[src/rtl/mult_accum_pkg.sv]
// Shared types and widths for the multiply-accumulate slice.
package mult_accum_pkg;

  // Operand and product widths of the array multiplier.
  localparam int OP_W   = 4;
  localparam int PROD_W = 8;

  // Counters must represent N_TERMS itself (up to 255) without wrapping.
  localparam int CNT_W  = 9;

  typedef logic [CNT_W-1:0] cnt_t;

  // ACCUM: collecting terms; HOLD: presenting a finished sum.
  typedef enum logic {
    ACCUM = 1'b0,
    HOLD  = 1'b1
  } state_t;

  // Converts a term count into the counter type.
  function automatic cnt_t to_cnt(input int n);
    return cnt_t'(n);
  endfunction

endpackage

[src/rtl/mult_accum_4bit_arrmult.sv]
// ArrMult_4bit: combinational 4x4 unsigned array multiplier.
// Each row adds one shifted partial product into the running sum.
module ArrMult_4bit
  import mult_accum_pkg::*;
(
  input  logic [OP_W-1:0]   a,
  input  logic [OP_W-1:0]   b,
  output logic [PROD_W-1:0] prod
);

  logic [PROD_W-1:0] row [OP_W+1];

  assign row[0] = '0;

  genvar gi;
  generate
    for (gi = 0; gi < OP_W; gi++) begin : g_row
      logic [PROD_W-1:0] pp;
      // Partial product a & b[gi], aligned to bit gi.
      assign pp         = PROD_W'({OP_W{b[gi]}} & a) << gi;
      assign row[gi+1]  = row[gi] + pp;
    end
  endgenerate

  assign prod = row[OP_W];

endmodule

[src/rtl/mult_accum_4bit.sv]
// mult_accum_4bit: multiply-accumulate wrapper around ArrMult_4bit.
// Accepts operand pairs over valid/ready, sums N_TERMS products and
// presents the sum on a valid/ready result port.
// Build option: MULT_ACCUM_SAT_EN selects saturating accumulation
// (clamp to all-ones) instead of modulo wrap.
module mult_accum_4bit
  import mult_accum_pkg::*;
#(
  parameter int N_TERMS = 4,
  parameter int ACC_W   = 12
) (
  input  logic             clk,
  input  logic             rst,
  input  logic             clear,
  input  logic             in_valid,
  output logic             in_ready,
  input  logic [OP_W-1:0]  a,
  input  logic [OP_W-1:0]  b,
  output logic             out_valid,
  input  logic             out_ready,
  output logic [ACC_W-1:0] acc_out,
  output logic             overflow
);

  localparam cnt_t N_CNT    = to_cnt(N_TERMS);
  localparam cnt_t LAST_CNT = to_cnt(N_TERMS - 1);

  state_t            state_reg, state_next;
  logic [OP_W-1:0]   op_a_reg, op_a_next;
  logic [OP_W-1:0]   op_b_reg, op_b_next;
  logic              pipe_valid_reg, pipe_valid_next;
  logic [ACC_W-1:0]  acc_reg, acc_next;
  logic              sticky_reg, sticky_next;
  cnt_t              acc_cnt_reg, acc_cnt_next;
  cnt_t              add_cnt_reg, add_cnt_next;
  logic              out_valid_reg, out_valid_next;
  logic [ACC_W-1:0]  acc_out_reg, acc_out_next;
  logic              overflow_reg, overflow_next;
  logic              in_ready_reg, in_ready_next;

  logic [PROD_W-1:0] prod;
  logic [ACC_W:0]    sum_full;
  logic [ACC_W-1:0]  add_acc;
  logic              add_sticky;
  logic              take;

  ArrMult_4bit u_mult (
    .a    (op_a_reg),
    .b    (op_b_reg),
    .prod (prod)
  );

  // One extra bit catches the carry out of the accumulator.
  assign sum_full   = {1'b0, acc_reg} + {{(ACC_W + 1 - PROD_W){1'b0}}, prod};
  assign add_sticky = sticky_reg | sum_full[ACC_W];

`ifdef MULT_ACCUM_SAT_EN
  // Once any addition has overflowed, the sum stays pinned at all-ones.
  assign add_acc = (sum_full[ACC_W] || sticky_reg) ? {ACC_W{1'b1}} : sum_full[ACC_W-1:0];
`else
  assign add_acc = sum_full[ACC_W-1:0];
`endif

  assign take = in_valid & in_ready_reg;

  // Next-state and datapath update: capture, accumulate, publish, flush.
  always_comb begin
    state_next      = state_reg;
    op_a_next       = op_a_reg;
    op_b_next       = op_b_reg;
    pipe_valid_next = 1'b0;
    acc_next        = acc_reg;
    sticky_next     = sticky_reg;
    acc_cnt_next    = acc_cnt_reg;
    add_cnt_next    = add_cnt_reg;
    out_valid_next  = out_valid_reg;
    acc_out_next    = acc_out_reg;
    overflow_next   = overflow_reg;

    if (take) begin
      op_a_next       = a;
      op_b_next       = b;
      pipe_valid_next = 1'b1;
      acc_cnt_next    = acc_cnt_reg + cnt_t'(1);
    end

    case (state_reg)
      ACCUM: begin
        if (pipe_valid_reg) begin
          if (add_cnt_reg == LAST_CNT) begin
            // Final term: publish the sum and start the next one from zero.
            acc_out_next   = add_acc;
            overflow_next  = add_sticky;
            out_valid_next = 1'b1;
            acc_next       = '0;
            sticky_next    = 1'b0;
            acc_cnt_next   = '0;
            add_cnt_next   = '0;
            state_next     = HOLD;
          end else begin
            acc_next     = add_acc;
            sticky_next  = add_sticky;
            add_cnt_next = add_cnt_reg + cnt_t'(1);
          end
        end
      end
      HOLD: begin
        if (out_valid_reg && out_ready) begin
          out_valid_next = 1'b0;
          state_next     = ACCUM;
        end
      end
      default: state_next = ACCUM;
    endcase

    // Flush drops the partial sum, any captured operand and a pending result.
    if (clear) begin
      pipe_valid_next = 1'b0;
      acc_next        = '0;
      sticky_next     = 1'b0;
      acc_cnt_next    = '0;
      add_cnt_next    = '0;
      out_valid_next  = 1'b0;
      acc_out_next    = '0;
      overflow_next   = 1'b0;
      state_next      = ACCUM;
    end

    // Registered ready looks at next-cycle state, so it never over-accepts.
    in_ready_next = (state_next == ACCUM) && (acc_cnt_next < N_CNT);
  end

  // State register with synchronous reset.
  always_ff @(posedge clk) begin
    if (rst) begin
      state_reg      <= ACCUM;
      op_a_reg       <= '0;
      op_b_reg       <= '0;
      pipe_valid_reg <= 1'b0;
      acc_reg        <= '0;
      sticky_reg     <= 1'b0;
      acc_cnt_reg    <= '0;
      add_cnt_reg    <= '0;
      out_valid_reg  <= 1'b0;
      acc_out_reg    <= '0;
      overflow_reg   <= 1'b0;
      in_ready_reg   <= 1'b0;
    end else begin
      state_reg      <= state_next;
      op_a_reg       <= op_a_next;
      op_b_reg       <= op_b_next;
      pipe_valid_reg <= pipe_valid_next;
      acc_reg        <= acc_next;
      sticky_reg     <= sticky_next;
      acc_cnt_reg    <= acc_cnt_next;
      add_cnt_reg    <= add_cnt_next;
      out_valid_reg  <= out_valid_next;
      acc_out_reg    <= acc_out_next;
      overflow_reg   <= overflow_next;
      in_ready_reg   <= in_ready_next;
    end
  end

  assign in_ready  = in_ready_reg;
  assign out_valid = out_valid_reg;
  assign acc_out   = acc_out_reg;
  assign overflow  = overflow_reg;

endmodule

[config.mk]
export PLATFORM = sky130hd
export DESIGN_NAME = mult_accum_4bit
export DESIGN_NICKNAME = d
export VERILOG_FILES = /design/src/rtl/mult_accum_pkg.sv /design/src/rtl/mult_accum_4bit_arrmult.sv /design/src/rtl/mult_accum_4bit.sv
export SDC_FILE = /design/constraint.sdc
export NUM_CORES = 1
export LEC_CHECK = 0
export ABC_AREA = 1
export BUFFER_PORTS_ARGS = -buffer_cell sky130_fd_sc_hd__buf_2
export CORE_MARGIN = 1.5
export CORE_UTILIZATION = 45
export CTS_CLUSTER_DIAMETER = 60
export DETAILED_ROUTE_END_ITERATION = 12
export GPL_TIMING_DRIVEN = 0
export PLACE_DENSITY = 0.69
export SETUP_SLACK_MARGIN = 0.1
export SYNTH_ARGS = -nofsm -noshare
export SYNTH_HDL_FRONTEND = slang
export SYNTH_SLANG_ARGS = --single-unit
[constraint.sdc]
create_clock -name clk -period 3.7 [get_ports clk]
set_input_delay 0.185 -clock clk [delete_from_list [all_inputs] [get_ports clk]]
set_output_delay 0.185 -clock clk [all_outputs]
set_load 0.01 [all_outputs]
Word-level counts from Yosys, hierarchy flattened
Index checks and enable logic that the tools add are counted.

Output and inout port bits: 15. Input bits: 13. Bits in registers: 56.

Equal/unequal tests: 4. Order comparisons: 1. Mux-type cells: 18. $add $sub $neg: 6. Bitwise operators: 8. Reductions and logical operators: 6.

Operators by type and width (count): two-way mux 9 bit (6); adder 9 x 1 -> 9 bit, second input constant (2); adder 8 bit (2); AND 4 bit (4); adder 12 x 8 -> 13 bit (1); two-way mux 12 bit (1); equality test 9 x 2 -> 1 bit, second input constant (1); < comparator 9 x 3 -> 1 bit, second input constant (1); two-way mux 1 bit (9); adder 8 x 7 -> 8 bit (1); AND reduction 3 bit (2); inequality test 2 bit, second input constant (2); one-hot mux 1 bit (2 select lines) (2); logical AND 1 bit (2); inequality test 2 x 1 -> 1 bit, second input constant (1); inverter 1 bit (2); AND reduction 2 bit (1); OR reduction 2 bit (1); AND 1 bit (1); bitwise OR 1 bit (1).

Logic depth before layout (Yosys ltp)
Depth in word-level cells: 8. Depth in mapped cells: 20.

By module
From an unflattened synthesis, not the netlist that was laid out.

Cells, all modules: 476. Area, all modules: 3264.4 sq um.

By module, submodules not included: mult_accum_4bit (area each 2831.5 sq um, seq. area each 1121.1 sq um, instances 1, cells an instance 409); ArrMult_4bit (area each 432.9 sq um, seq. area each 0.0 sq um, instances 1, cells an instance 67).

Worst setup path after synthesis
No wires, ideal clock.

Kind: flip-flop to flip-flop. Start: register op_b_reg[3]. End: register overflow_reg, in the netlist overflow. Slack: 0.213 ns. Path buffers: 0. Arrival: 3.365 ns. Required time: 3.578 ns. Library setup time: 0.122 ns. Cell stages (with the launch flop): 18. Cells stage by stage: dfxtp_1 -> nand2_1 -> inv_1 -> fa_1 -> inv_1 -> fa_1 -> inv_1 -> ha_1 -> fa_1 -> nand3_1 -> nand2_1 -> xor2_1 -> ha_1 -> a21o_1 -> nor2_1 -> nand2_1 -> a21oi_1 -> a21oi_2.

Cells in the longest elaborated chain, start to end: 4.

Ends and longest elaborated chain: start, declared (line mult_accum_4bit.sv:30) `logic [OP_W-1:0] op_b_reg, op_b_next;`; start signal, assigned (line mult_accum_4bit.sv:151) `op_b_reg <= op_b_next;`; AND 4 bit (line mult_accum_4bit_arrmult.sv:20) `assign pp = PROD_W'({OP_W{b[gi]}} & a) << gi;`; adder 8 x 7 -> 8 bit (line mult_accum_4bit_arrmult.sv:21) `assign row[gi+1] = row[gi] + pp;`; adder 12 x 8 -> 13 bit (line mult_accum_4bit.sv:54) `assign sum_full = {1'b0, acc_reg} + {{(ACC_W + 1 - PROD_W){1'b0}}, prod};`; bitwise OR 1 bit (line mult_accum_4bit.sv:55) `assign add_sticky = sticky_reg | sum_full[ACC_W];`; end signal, assigned (line mult_accum_4bit.sv:159) `overflow_reg <= overflow_next;`; end, declared (line mult_accum_4bit.sv:38) `logic overflow_reg, overflow_next;`.

No other way between the ends. A chain may end at the register's enable or synchronous reset.

Worst setup path after layout
Start: register op_a_reg[2]. End: register acc_reg[11].

Cells in the longest elaborated chain, start to end: 6. Elaborated cells on any way between the ends: 9.

Ends and longest elaborated chain: start, declared (line mult_accum_4bit.sv:29) `logic [OP_W-1:0] op_a_reg, op_a_next;`; start signal, assigned (line mult_accum_4bit.sv:150) `op_a_reg <= op_a_next;`; AND 4 bit (line mult_accum_4bit_arrmult.sv:20); adder 8 bit (2 in series) (line mult_accum_4bit_arrmult.sv:21); adder 8 x 7 -> 8 bit * (line mult_accum_4bit_arrmult.sv:21); adder 12 x 8 -> 13 bit * (line mult_accum_4bit.sv:54); two-way mux 12 bit * (line mult_accum_4bit.sv:90) `if (add_cnt_reg == LAST_CNT) begin`; end signal, assigned (line mult_accum_4bit.sv:153) `acc_reg <= acc_next;`; end, declared (line mult_accum_4bit.sv:32) `logic [ACC_W-1:0] acc_reg, acc_next;`.

Mark *: on every way between the ends. The rest lies on a longest branch, timed or not.

==> impl_metrics.csv <==
group,metric,value,unit
outcome,status,"finished clean",
power_and_ir_drop,ir_drop,0.184,mV
synth,synthCells,452,
die,fp-row-count,30,
die,dieWidth,88.2,µm
die,pin_count,28,
timing,worstMarginPinSlew,0.620,ns
timing,hold_viol_final,0,
synth,yosys_warnings,0,
timing,whs,0.117,ns
route,vias,2948,
route,via_per_inst,4.98,
global_route,grt_overflow,0,
final_layout,area_delta_synth_final,17.8,%
final_layout,antennaDiodeCount,0,
final_layout,fin_cells,592,
worst_hold_path,holdPathEnd,"op_a_reg[1]",
worst_hold_path,min_from,"a[1]",
timing,grt_setup_unrepaired,"true",
setup_path,required,3.96,ns
die,die_area,0.00779,mm²
job,max-cap-violations,0,
setup_path,reg2reg_depth,18,
clocking,clk_root_buffer_cell,"clkbuf_8",
clocking,numCtsBuffers,5,
setup_path,path_class,"reg2reg",
global_route,grt_max_degree,17,
setup_path,start_kind,"flop",
route,dr.pass1.iters,5,
timing,slew-limit-headroom,58.6,%
place,gp_congestion,0.898,
final_layout,final_util,55.8,%
setup_path,critPathCaptureType,"flop",
clocking,clock_latency,0.32,ns
route,post_drt_wl_per_cell,12.4,µm
place,portBuffers,27,
power_and_ir_drop,leakagePower,1.79,nW
route,finalWirelength,7330,µm
power_and_ir_drop,powerDensity,280,mW/mm²
synth,synthTopCellsByArea,"dfxtp_1, nand2_1, ha_1",
clocking,cts_tree,"done",
synth,seq_area_frac_synth,34.3,%
worst_hold_path,hold_class,"in2reg",
route,detail-route-antenna-nets,0,
global_route,antenna_found_initial,0,
setup_path,rr_endpoint,"acc_reg[11]",
die,core_area,0.00691,mm²
synth,synth_nets,492,
setup_path,arrival,3.81,ns
global_route,grt_pass1_wl,12000,µm
clocking,hold_buffers,0,
timing,fin_crit_sh,95.9,%
die,start_util,47.3,%
timing,finalMaxSlewViolations,0,
setup_path,worstPathMaxFanout,4,
timing,setup_viol,0,
timing,max_freq,282,MHz
clocking,htree_num_levels,2,
route,drt_iter0_markers,129,
setup_path,rrSetupSlack,0.15,ns
worst_hold_path,holdPathStages,3,
synth,async_flop_share,0,%
route,drc,0,
timing,period_minus_slack,3.55,ns
synth,avgSynthCellArea,7.23,µm²
timing,final.setup.tns,0,ns
die,die_h,88.2,µm
synth,synth-seq-cells,56,
setup_path,r2r-start,"op_a_reg[2]",
clocking,clock_path_buffers,2,
synth,ys_types,35,
synth,synth_top_area_share,34.3,%
final_layout,drive_above_1_share,22.8,%
synth,dominantRegCellSynth,"dfxtp_1",
global_route,grt_pass1_vias,2682,
global_route,track_usage,19.8,%
synth,yosysTopAreaCell,"dfxtp_1",
synth,synth_edf_count,0,
synth,netlist_area,0.00327,mm²
final_layout,nNetsFinal,535,
place,dp.final_hpwl,5310,µm
place,place_inst,575,
timing,final.setup_skew,0.00826,ns
clocking,clock_sinks,56,
clocking,cts.clk_slew.worst_paths,0.11,ns
## cell families (layout without fill, tap and decap cells)
group	Yosys count	in the layout	share of synthesized area [%]
adder cells (fa/ha/maj)	27	27	11.7
XOR/XNOR	15	15	4.02
AO/OA/AOI/OAI	59	59	9.99
flip-flops	56	56	34.3
AND/OR/NAND/NOR	223	223	30.8
buffers and inverters	72	116	9.18
## worst max path at each step
stage	end	startpoint	cells past startpoint	slack (ns)
after global routing	acc_reg[11]	op_a_reg[2]	18	-0.05
after CTS	sticky_reg	op_a_reg[2]	17	0.13
after global placement	overflow	op_b_reg[3]	17	-0.02
final	acc_reg[11]	op_a_reg[2]	18	0.15
after floorplan	overflow	op_b_reg[3]	17	0.21
after detailed placement	acc_reg[10]	op_b_reg[3]	19	-0.04
## layout by cell type, fill, tap and decap left out, drive strengths merged
| master | count |
|---|---|
| nand2 | 111 |
| inv | 64 |
| nor2 | 58 |
| dfxtp | 56 |
| buf | 41 |
| nand3 | 34 |
| a21oi | 31 |
| o21ai | 24 |
| ha | 21 |
| xor2 | 12 |
| clkbuf | 10 |
| nand4 | 7 |
| nor3 | 7 |
| fa | 6 |
| nand3b | 3 |
| xnor2 | 3 |
| nor3b | 2 |
| or2 | 1 |
| a21o | 1 |
| o211a | 1 |
| a211oi | 1 |
| o22ai | 1 |
| clkinvlp | 1 |
## timing repair
item / 4_1_cts / 5_1_grt
pin swaps: 18 / 22
gates resized for setup: 21 / 34
endpoints found under the setup margin: 14 / 14
buffers inserted: 6 / 3
## synthesized netlist by cell type, types with 5 or more instances
| master | number |
|---|---|
| xor2_1 | 12 |
| fa_1 | 6 |
| nand2_1 | 107 |
| nand3_1 | 32 |
| a21oi_1 | 29 |
| dfxtp_1 | 56 |
| nor3_1 | 5 |
| nor2_1 | 53 |
| ha_1 | 21 |
| nand4_1 | 7 |
| inv_1 | 59 |
| o21ai_0 | 20 |
## cell type report
class	count	area, µm²
timing repair buffer	36	206
tap	96	120
sequential	56	1130
inverter	64	243
buffer	8	57.6
fill	666	3060
multi-input combinational	324	2000
clock buffer	7	86.3
clock inverter	1	7.51
## where the power goes
group          internal, mW  switching, mW
Clock                 0.153          0.209
Sequential            0.612        0.00837
Combinational        0.0370         0.0613
## worst max-delay path: stages, from the launching register on
cell	delay (ns)
dfxtp_4	0.36
nand2_2	0.06
inv_2	0.03
fa_1	0.55
inv_2	0.04
fa_1	0.47
inv_1	0.04
ha_2	0.18
fa_2	0.36
nand3_2	0.07
nand2_2	0.05
xor2_1	0.15
ha_1	0.40
nand2_2	0.13
nor2_4	0.15
nand3_2	0.10
nand4_1	0.14
nand3_2	0.09
a21oi_2	0.13
## stage by stage
stage / power, mW / setup WS (ns) / area, µm²
finish: 1.08 / 0.151 / 3850
global route: 1.13 / -0.0476 / 3850
CTS: 1.09 / 0.128 / 3710
detailed placement: 0.723 / -0.0401 / 3520
global placement: 0.720 / -0.0210 / 3520
floorplan: 0.693 / 0.213 / 3270
## metal layers
| layer | routed length [µm] | up-vias | track usage, % | part of all wire [%] |
|---|---|---|---|---|
| li1 | - | 1522 | - | - |
| met1 | 3440 | 1373 | 26.1 | 47 |
| met2 | 3550 | 40 | 33.5 | 48 |
| met3 | 231 | 13 | 3.92 | 3.2 |
| met4 | 112 | 0 | 5.26 | 1.5 |
| met5 | 0 | - | 0 | 0 |
No activity file was read; power rests on OpenSTA's default activity.
